==> src/rtl/seq_chunk_adder_if.sv <==
// Operand/result handshake bundle for seq_chunk_adder: valid/ready on the
// operand side (a, b, cin, sub) and on the result side (s, cout, ovf).
interface seq_chunk_adder_if #(
  parameter int WIDTH = 16
) ();
  logic             in_valid;
  logic             in_ready;
  logic [WIDTH-1:0] a;
  logic [WIDTH-1:0] b;
  logic             cin;
  logic             sub;
  logic             out_valid;
  logic             out_ready;
  logic [WIDTH-1:0] s;
  logic             cout;
  logic             ovf;

  modport master (
    output in_valid, a, b, cin, sub, out_ready,
    input  in_ready, out_valid, s, cout, ovf
  );

  modport slave (
    input  in_valid, a, b, cin, sub, out_ready,
    output in_ready, out_valid, s, cout, ovf
  );
endinterface

==> src/rtl/seq_chunk_adder.sv <==
// Multi-cycle WIDTH-bit adder/subtractor, CHUNK bits per cycle, LSB chunk first.
// Define SEQ_CHUNK_ADDER_OVF_EN to build signed-overflow detection (ovf tied 0 otherwise).
module seq_chunk_adder #(
  parameter int WIDTH = 16,
  parameter int CHUNK = 4
) (
  input  logic              clk,
  input  logic              rst,
  seq_chunk_adder_if.slave  bus
);

  localparam int N  = WIDTH / CHUNK;
  localparam int KW = (N > 1) ? $clog2(N) : 1;

  typedef enum logic [1:0] {
    IDLE = 2'd0,
    RUN  = 2'd1,
    DONE = 2'd2
  } state_t;

  state_t           state_q, state_d;
  logic [KW-1:0]    k_q, k_d;
  logic             carry_q, carry_d;
  logic [WIDTH-1:0] a_q, a_d;
  logic [WIDTH-1:0] b_q, b_d;
  logic [WIDTH-1:0] s_q, s_d;
  logic             cout_q, cout_d;
  logic             ovf_q, ovf_d;
  logic             in_ready_q, out_valid_q;

  logic [CHUNK-1:0] a_chk_s;
  logic [CHUNK-1:0] b_chk_s;
  logic [CHUNK:0]   sum_s;
  logic             ovf_s;
  logic             last_s;

  // Chunk datapath: one CHUNK-bit slice of the ripple addition per cycle.
  always_comb begin
    a_chk_s = a_q[int'(k_q)*CHUNK +: CHUNK];
    b_chk_s = b_q[int'(k_q)*CHUNK +: CHUNK];
    sum_s   = {1'b0, a_chk_s} + {1'b0, b_chk_s} + (CHUNK+1)'(carry_q);
    last_s  = (k_q == KW'(N - 1));
`ifdef SEQ_CHUNK_ADDER_OVF_EN
    // Carry into the MSB is recovered from the MSB sum bit: c = a ^ b ^ s.
    ovf_s   = (a_chk_s[CHUNK-1] ^ b_chk_s[CHUNK-1] ^ sum_s[CHUNK-1]) ^ sum_s[CHUNK];
`else
    ovf_s   = 1'b0;
`endif
  end

  // Next-state and register-update logic.
  always_comb begin
    state_d = state_q;
    k_d     = k_q;
    carry_d = carry_q;
    a_d     = a_q;
    b_d     = b_q;
    s_d     = s_q;
    cout_d  = cout_q;
    ovf_d   = ovf_q;
    case (state_q)
      IDLE: begin
        if (bus.in_valid && in_ready_q) begin
          a_d     = bus.a;
          b_d     = bus.b ^ {WIDTH{bus.sub}};
          carry_d = bus.sub ? 1'b1 : bus.cin;
          k_d     = '0;
          state_d = RUN;
        end else begin
          state_d = IDLE;
        end
      end
      RUN: begin
        s_d[int'(k_q)*CHUNK +: CHUNK] = sum_s[CHUNK-1:0];
        carry_d = sum_s[CHUNK];
        if (last_s) begin
          cout_d  = sum_s[CHUNK];
          ovf_d   = ovf_s;
          k_d     = '0;
          state_d = DONE;
        end else begin
          k_d     = k_q + KW'(1);
          state_d = RUN;
        end
      end
      DONE: begin
        if (bus.out_ready) begin
          state_d = IDLE;
        end else begin
          state_d = DONE;
        end
      end
      default: begin
        state_d = IDLE;
      end
    endcase
  end

  // State and datapath registers; handshake flags are registered from next state.
  always_ff @(posedge clk or posedge rst) begin
    if (rst) begin
      state_q     <= IDLE;
      k_q         <= '0;
      carry_q     <= 1'b0;
      a_q         <= '0;
      b_q         <= '0;
      s_q         <= '0;
      cout_q      <= 1'b0;
      ovf_q       <= 1'b0;
      in_ready_q  <= 1'b1;
      out_valid_q <= 1'b0;
    end else begin
      state_q     <= state_d;
      k_q         <= k_d;
      carry_q     <= carry_d;
      a_q         <= a_d;
      b_q         <= b_d;
      s_q         <= s_d;
      cout_q      <= cout_d;
      ovf_q       <= ovf_d;
      in_ready_q  <= (state_d == IDLE);
      out_valid_q <= (state_d == DONE);
    end
  end

  assign bus.in_ready  = in_ready_q;
  assign bus.out_valid = out_valid_q;
  assign bus.s         = s_q;
  assign bus.cout      = cout_q;
  assign bus.ovf       = ovf_q;

endmodule

==> src/flat_wrapper.sv <==
// flat-port wrapper written by rule: the top's interface ports become plain ports
module seq_chunk_adder_flat 
#(
  parameter int WIDTH = 16,
  parameter int CHUNK = 4
)
  (clk, rst, bus_in_valid, bus_a, bus_b, bus_cin, bus_sub, bus_out_ready, bus_in_ready, bus_out_valid, bus_s, bus_cout, bus_ovf);
  seq_chunk_adder_if #(.WIDTH(WIDTH)) bus_i ();
  input  logic clk;
  input  logic rst;
  input wire logic [$bits(bus_i.in_valid)-1:0] bus_in_valid;
  input wire logic [$bits(bus_i.a)-1:0] bus_a;
  input wire logic [$bits(bus_i.b)-1:0] bus_b;
  input wire logic [$bits(bus_i.cin)-1:0] bus_cin;
  input wire logic [$bits(bus_i.sub)-1:0] bus_sub;
  input wire logic [$bits(bus_i.out_ready)-1:0] bus_out_ready;
  output wire logic [$bits(bus_i.in_ready)-1:0] bus_in_ready;
  output wire logic [$bits(bus_i.out_valid)-1:0] bus_out_valid;
  output wire logic [$bits(bus_i.s)-1:0] bus_s;
  output wire logic [$bits(bus_i.cout)-1:0] bus_cout;
  output wire logic [$bits(bus_i.ovf)-1:0] bus_ovf;
  assign bus_i.in_valid = bus_in_valid;
  assign bus_i.a = bus_a;
  assign bus_i.b = bus_b;
  assign bus_i.cin = bus_cin;
  assign bus_i.sub = bus_sub;
  assign bus_i.out_ready = bus_out_ready;
  assign bus_in_ready = bus_i.in_ready;
  assign bus_out_valid = bus_i.out_valid;
  assign bus_s = bus_i.s;
  assign bus_cout = bus_i.cout;
  assign bus_ovf = bus_i.ovf;
  seq_chunk_adder #(.WIDTH(WIDTH), .CHUNK(CHUNK)) u_core (.clk(clk), .rst(rst), .bus(bus_i));
endmodule
==> config.mk <==
export PLATFORM = sky130hd
export DESIGN_NAME = seq_chunk_adder_flat
export DESIGN_NICKNAME = d
export VERILOG_FILES = /design/src/rtl/seq_chunk_adder_if.sv /design/src/rtl/seq_chunk_adder.sv /design/src/flat_wrapper.sv
export SDC_FILE = /design/constraint.sdc
export NUM_CORES = 1
export LEC_CHECK = 0
export BUFFER_PORTS_ARGS = -buffer_cell sky130_fd_sc_hd__buf_2
export CAP_MARGIN = 20
export CORE_UTILIZATION = 55
export CTS_BUF_LIST = sky130_fd_sc_hd__clkbuf_4 sky130_fd_sc_hd__clkbuf_8
export DETAILED_ROUTE_END_ITERATION = 6
export PLACE_DENSITY = 0.84
export SLEW_MARGIN = 20
export SYNTH_ARGS = -nofsm -noshare
export SYNTH_HDL_FRONTEND = slang
export SYNTH_SLANG_ARGS = --single-unit
==> constraint.sdc <==
create_clock -name clk -period 6.82 [get_ports clk]
set_clock_uncertainty 0.2 [all_clocks]
set_input_delay 0.682 -clock clk [delete_from_list [all_inputs] [get_ports clk]]
set_output_delay 0.682 -clock clk [all_outputs]
set_load 0.02 [all_outputs]
; ---- Word-level counts from Yosys, hierarchy flattened
; Index checks and enable logic that the tools add are counted.
[op_classes]
add_sub_neg = 4
eq_ne = 5
shift = 4
n_mux = 11
bitwise_logic = 1
reduce_logical = 7
[op_table]
columns = cell, count
row1 = negator 4 -> 33 bit, 1
row2 = variable shift 4 x 33 -> 16 bit (first input constant), 1
row3 = indexed part select 4 x 33 -> 16 bit, 1
row4 = indexed part select 16 x 5 -> 4 bit, 2
row5 = bitwise mux 16 bit, 1
row6 = bitwise XOR 16 bit, 1
row7 = two-way mux 2 bit, 4
row8 = == test 2 bit (second input constant), 3
row9 = one-hot mux 2 bit (3 select lines), 1
row10 = AND reduction 2 bit, 3
row11 = adder 4 x 4 -> 5 bit, 1
row12 = adder 5 x 1 -> 5 bit, 1
row13 = zero test 2 bit, 2
row14 = one-hot mux 2 bit (2 select lines), 1
row15 = two-way mux 1 bit, 3
row16 = adder 2 x 1 -> 2 bit (second input constant), 1
row17 = == test 2 x 1 -> 1 bit (second input constant), 1
row18 = inequality test 2 x 1 -> 1 bit (second input constant), 1
row19 = one-hot mux 1 bit (2 select lines), 1
row20 = nonzero test 2 bit, 1
row21 = logical AND 1 bit, 1
[totals]
reg_bits = 56
inputBits = 38
out_inout_bits = 20

; ---- Longest topological paths before layout
[logic_depth]
depth_word = 5
mapped_depth = 8

; ---- Worst setup path after synthesis
; Ideal clock, no wire load.
[synth_path]
path_kind = register to register
start = reg u_core.k_q[0]
end = reg u_core.cout_q, in the netlist u_core.bus.cout
setup_ps = 136
arrival_time_ps = 2541
required_time_ps = 6484
setup_slack_ps = 3943
stages_incl_launch_ff = 9
n_path_buf = 2
synth_period_minus_slack_ps = 2877
path_cell_list = dfrtp_1 > buf_6 > buf_2 > mux4_2 > fa_1 > fa_1 > a21o_1 > a21oi_1 > a31oi_1
[synth_between]
elab_chain_len = 3
[synth_rtl]
columns = item, line_no
row1 = start: declaration, seq_chunk_adder.sv:22  ; logic [KW-1:0] k_q, k_d;
row2 = start signal: assignment, seq_chunk_adder.sv:114  ; k_q <= k_d;
row3 = indexed part select 16 x 5 -> 4 bit (on tied branches), "seq_chunk_adder.sv:39, seq_chunk_adder.sv:40"
row4 = adder 4 x 4 -> 5 bit, seq_chunk_adder.sv:41  ; sum_s = {1'b0, a_chk_s} + {1'b0, b_chk_s} + (CHUNK+1)'(carry_q);
row5 = adder 5 x 1 -> 5 bit, seq_chunk_adder.sv:41
row6 = end signal: assignment, seq_chunk_adder.sv:119  ; cout_q <= cout_d;
row7 = end: declaration, seq_chunk_adder.sv:27  ; logic cout_q, cout_d;
; Parallel ways exist; a longest one is shown, timed or not.
; A chain may end at the register's enable or synchronous reset.

; ---- Worst setup path in the final report
[layout_path]
start = reg u_core.k_q[0]
end = reg u_core.carry_q
[layout_between]
elab_chain_len = 4
[layout_rtl]
columns = item, line_no
row1 = indexed part select 16 x 5 -> 4 bit (on tied branches), "seq_chunk_adder.sv:39, seq_chunk_adder.sv:40"
row2 = adder 4 x 4 -> 5 bit *, seq_chunk_adder.sv:41
row3 = adder 5 x 1 -> 5 bit *, seq_chunk_adder.sv:41
row4 = one-hot mux 1 bit (2 select lines) *, seq_chunk_adder.sv:61  ; case (state_q)
row5 = end signal: assignment, seq_chunk_adder.sv:115  ; carry_q <= carry_d;
row6 = end: declaration, seq_chunk_adder.sv:23  ; logic carry_q, carry_d;
; Every way passes the cells marked *; elsewhere a longest branch is shown, timed or not.

==> out/qor.txt <==
======================================================================================
Post-cts gate resize count                                                           0
Routability congestion estimate from global placement                            0.811
Net count of the mapped netlist                                                    304
Root cell of the clock tree                                               sky130_fd_sc_hd__clkbuf_8
WP buf/inv                                                                           0
Top cell by count, worst path                                             sky130_fd_sc_hd__fa_1
Row count                                                                           25
Worst max-slew margin expressed relative to the limit                            48.1%
Flop pwr share                                                                   39.8%
Final worst path period need                                                   3.16 ns
# nets final                                                                       355
Launching element type of the critical path                                  flip-flop
Port bufs                                                                           56
Worst min-delay path category                                              in -> async
Pin count of the biggest net entering global routing                                53
Area share of the leading cell type in the synthesized netlist                   50.5%
Mean routed wirelength per cell                                                14.4 um
Clock latency on the worst-skew pair                                           0.31 ns
Setup TNS Final                                                                   0 ns
Placeable core region                                                         4750 um2
CP top delay family                                                        adder cells
Core occupancy in the finished layout                                            66.2%
RSZ-0062 raised after global routing                                             false
Sequential area share after synthesis                                            51.4%
Library cell occupying the most area in the post-synthesis netlist        sky130_fd_sc_hd__dfrtp_1
Layout cells sized above 1                                                       26.7%
HPWL reported at the end of detailed placement                                 3960 um
Leak                                                                           1.57 nW
Count of final setup violators                                                       0
Inserted Clock Buffers                                                               5
Synthesis-to-finish area growth                                                  15.5%
Number of antenna violations at the first check in global routing                    0
Total inserted antenna cells                                                         0
Overall overflow remaining after global route                                        0
H-tree depth                                                                         2
Nature of the critical path endpoint                                         flip-flop
Crit path DAT                                                                  3.14 ns
GRT Overall Usage                                                                22.4%
Worst-path clk slew                                                            0.09 ns
Initial standard-cell utilization of the core                                    57.3%
WL final                                                                       5390 um
Maximum frequency from static timing analysis                                0.317 GHz
Slack of the worst reg-to-reg path                                             3.66 ns
Launching point of the worst reg2reg path                                 u_core.k_q[0]$_DFFE_PP0P_
Crit path max fanout                                                                18
Ranking of synthesized cells by area                                      sky130_fd_sc_hd__dfrtp_1 (50%), sky130_fd_sc_hd__nand2_1 (10%), sky130_fd_sc_hd__mux4_2 (6.6%)
Avg Vias per Cell                                                                 5.17
Total net switching power                                                       620 uW
Most used flip-flop cell after synthesis                                  sky130_fd_sc_hd__dfrtp_1
Total die area                                                                5240 um2
Total number of yosys warnings                                                       0
Cell area after synthesis                                                     2730 um2
Critical path depth in cells                                                         6
Fin worst setup slack                                                          3.66 ns
Slew @ Worst Pin                                                              0.779 ns
Largest stage delay, worst path                                                0.86 ns
Critical setup path kind                                                    reg -> reg
Netlist cell types                                                                  37
Final Cycle Share                                                                46.3%
Hold Vio Cnt, Final                                                                  0
Most instantiated cells after synthesis                                   sky130_fd_sc_hd__nand2_1 (74), sky130_fd_sc_hd__dfrtp_1 (55), sky130_fd_sc_hd__xnor2_1 (17)
Via total after detailed routing                                                  1935
Number of global-route vias before repair                                         1880
Clock tree buffer depth                                                              2
Run status                                                                   completed
Async set or reset register ratio after synthesis                                 100%
Antenna viol nets, final                                                             0
CP cell instances                                                         mux4_2 > fa_1 > fa_1 > a21o_1 > a21oi_1 > o211ai_1
Die Span X                                                                     72.4 um
Count of max-cap constraint violations                                               0
Clk network pwr share                                                            12.5%
Data required time at the worst endpoint                                       6.80 ns
Int Pwr                                                                         864 uW
Power Dens Cells                                                            472 nW/um2
Placement-stage worst setup slack                                              3.65 ns
Hold buffer count at cts                                                             0
Mean Syn Cell Area                                                            10.7 um2
Number of synthesized flops with an enable pin                                       0
Leading cell type by number of instances after synthesis                  sky130_fd_sc_hd__nand2_1
Detailed Route Iter0 Violations                                                     87
Remaining routing DRC violations                                                     0
Sw Share                                                                         41.8%
Clock tree from TritonCTS                                                        built
Sum of internal, switching and leakage power                                   1.48 mW
TritonCTS sink count                                                                56
Library cell contributing the largest single delay on the critical path   sky130_fd_sc_hd__dfrtp_1
Worst reg2reg endpoint                                                    u_core.carry_q$_DFFE_PP0P_
Register bit count reported by yosys                                                56
Cells after Synth                                                                  255
Height of the die                                                              72.4 um
Wire length of the first global-routing pass                                   9000 um
First-pass iteration count of the detailed router                                    6
Number of setup buffers added after CTS                                              0
Top-Level Pins                                                                      58
Slew Viols, Final                                                                    0
Fill cell instance count of the final layout                                       388
Fraction of power consumed by combinational cells                                47.7%
R2R depth                                                                            6
Worst ir drop on vdd                                                            229 uV
======================================================================================
metal layers:
metal  global-route usage (%)  wire (um)  vias up
li1                         -          -      964
met4                     5.88         68        0
met1                     30.6       2460      905
met2                     37.8       2630       58
met3                     3.47        223        8
met5                        0          0        -
worst max-delay path by stage:
stage                                              to                       from  slack [ns]
after floorplan           u_core.bus.cout$_DFFE_PP0P_  u_core.k_q[0]$_DFFE_PP0P_        3.94
after global placement    u_core.bus.cout$_DFFE_PP0P_  u_core.k_q[0]$_DFFE_PP0P_        3.75
after detailed placement  u_core.bus.s[6]$_DFFE_PP0P_  u_core.k_q[0]$_DFFE_PP0P_        3.65
after CTS                 u_core.bus.s[6]$_DFFE_PP0P_  u_core.k_q[0]$_DFFE_PP0P_        3.64
after global routing      u_core.bus.s[6]$_DFFE_PP0P_  u_core.k_q[0]$_DFFE_PP0P_        3.46
final                      u_core.carry_q$_DFFE_PP0P_  u_core.k_q[0]$_DFFE_PP0P_        3.66
sequential cells by signal, summed over array words and instances (netlist names):
| register | count |
|---|---|
| u_core.bus.in_ready | 1 |
| u_core.b_q | 16 |
| u_core.bus.cout | 1 |
| u_core.bus.out_valid | 1 |
| u_core.bus.s | 16 |
| u_core.carry_q | 1 |
| u_core.k_q | 2 |
| u_core.state_q | 2 |
| u_core.a_q | 16 |
per-stage QoR:
stage	hold WS [ns]	cells	instance area, um2
final	0.227	374	3150
after global routing	0.276	374	3150
after CTS	0.245	374	3150
after detailed placement	0.261	366	3060
after global placement	0.254	365	3040
after floorplan	0.240	255	2730
logic make-up after synthesis:
logic type | after synthesis | synth area share, %
buffers and inverters | 18 | 3.40
AO/OA/AOI/OAI | 46 | 11.0
adder cells (fa/ha/maj) | 11 | 5.60
XOR/XNOR | 17 | 5.46
flip-flops | 56 | 51.4
multiplexers | 8 | 6.61
AND/OR/NAND/NOR | 98 | 16.4
other | 1 | 0.138
layout make-up:
cell class	instances	area (um2)	share of cell area, %
flip-flops and latches	56	1400	44.6
clock inverters	2	10.0	0.318
well taps	67	83.8	2.66
repair buffers	59	315	10.0
multi-input cells	181	1240	39.5
inverters	3	11.3	0.358
clock buffers	6	82.6	2.62
cells in the final DEF (no fill, tap or decap), types with 2 or more instances in the layout:
master / count
sky130_fd_sc_hd__or2_0: 2
sky130_fd_sc_hd__mux4_2: 8
sky130_fd_sc_hd__nor2_1: 2
sky130_fd_sc_hd__fa_1: 2
sky130_fd_sc_hd__nand3_1: 5
sky130_fd_sc_hd__nand2_1: 74
sky130_fd_sc_hd__clkbuf_8: 6
sky130_fd_sc_hd__and3_1: 2
sky130_fd_sc_hd__o31ai_1: 7
sky130_fd_sc_hd__o21ai_1: 16
sky130_fd_sc_hd__buf_2: 56
sky130_fd_sc_hd__nand3b_1: 4
sky130_fd_sc_hd__xnor2_1: 17
sky130_fd_sc_hd__ha_1: 9
sky130_fd_sc_hd__a22o_1: 8
sky130_fd_sc_hd__dfrtp_1: 55
sky130_fd_sc_hd__inv_1: 2
sky130_fd_sc_hd__buf_4: 2
sky130_fd_sc_hd__clkinv_2: 2
sky130_fd_sc_hd__a21oi_1: 3
sky130_fd_sc_hd__o21ai_0: 6
sky130_fd_sc_hd__nand2b_1: 2
power groups by stage:
stage	Combinational (mW)	Sequential, mW	Clock (mW)
floorplan	0.528	0.583	0
global placement	0.678	0.586	0
detailed placement	0.710	0.596	0
CTS	0.715	0.590	0.187
global route	0.795	0.611	0.201
finish	0.709	0.591	0.185
(Power assumes the default switching activity.)
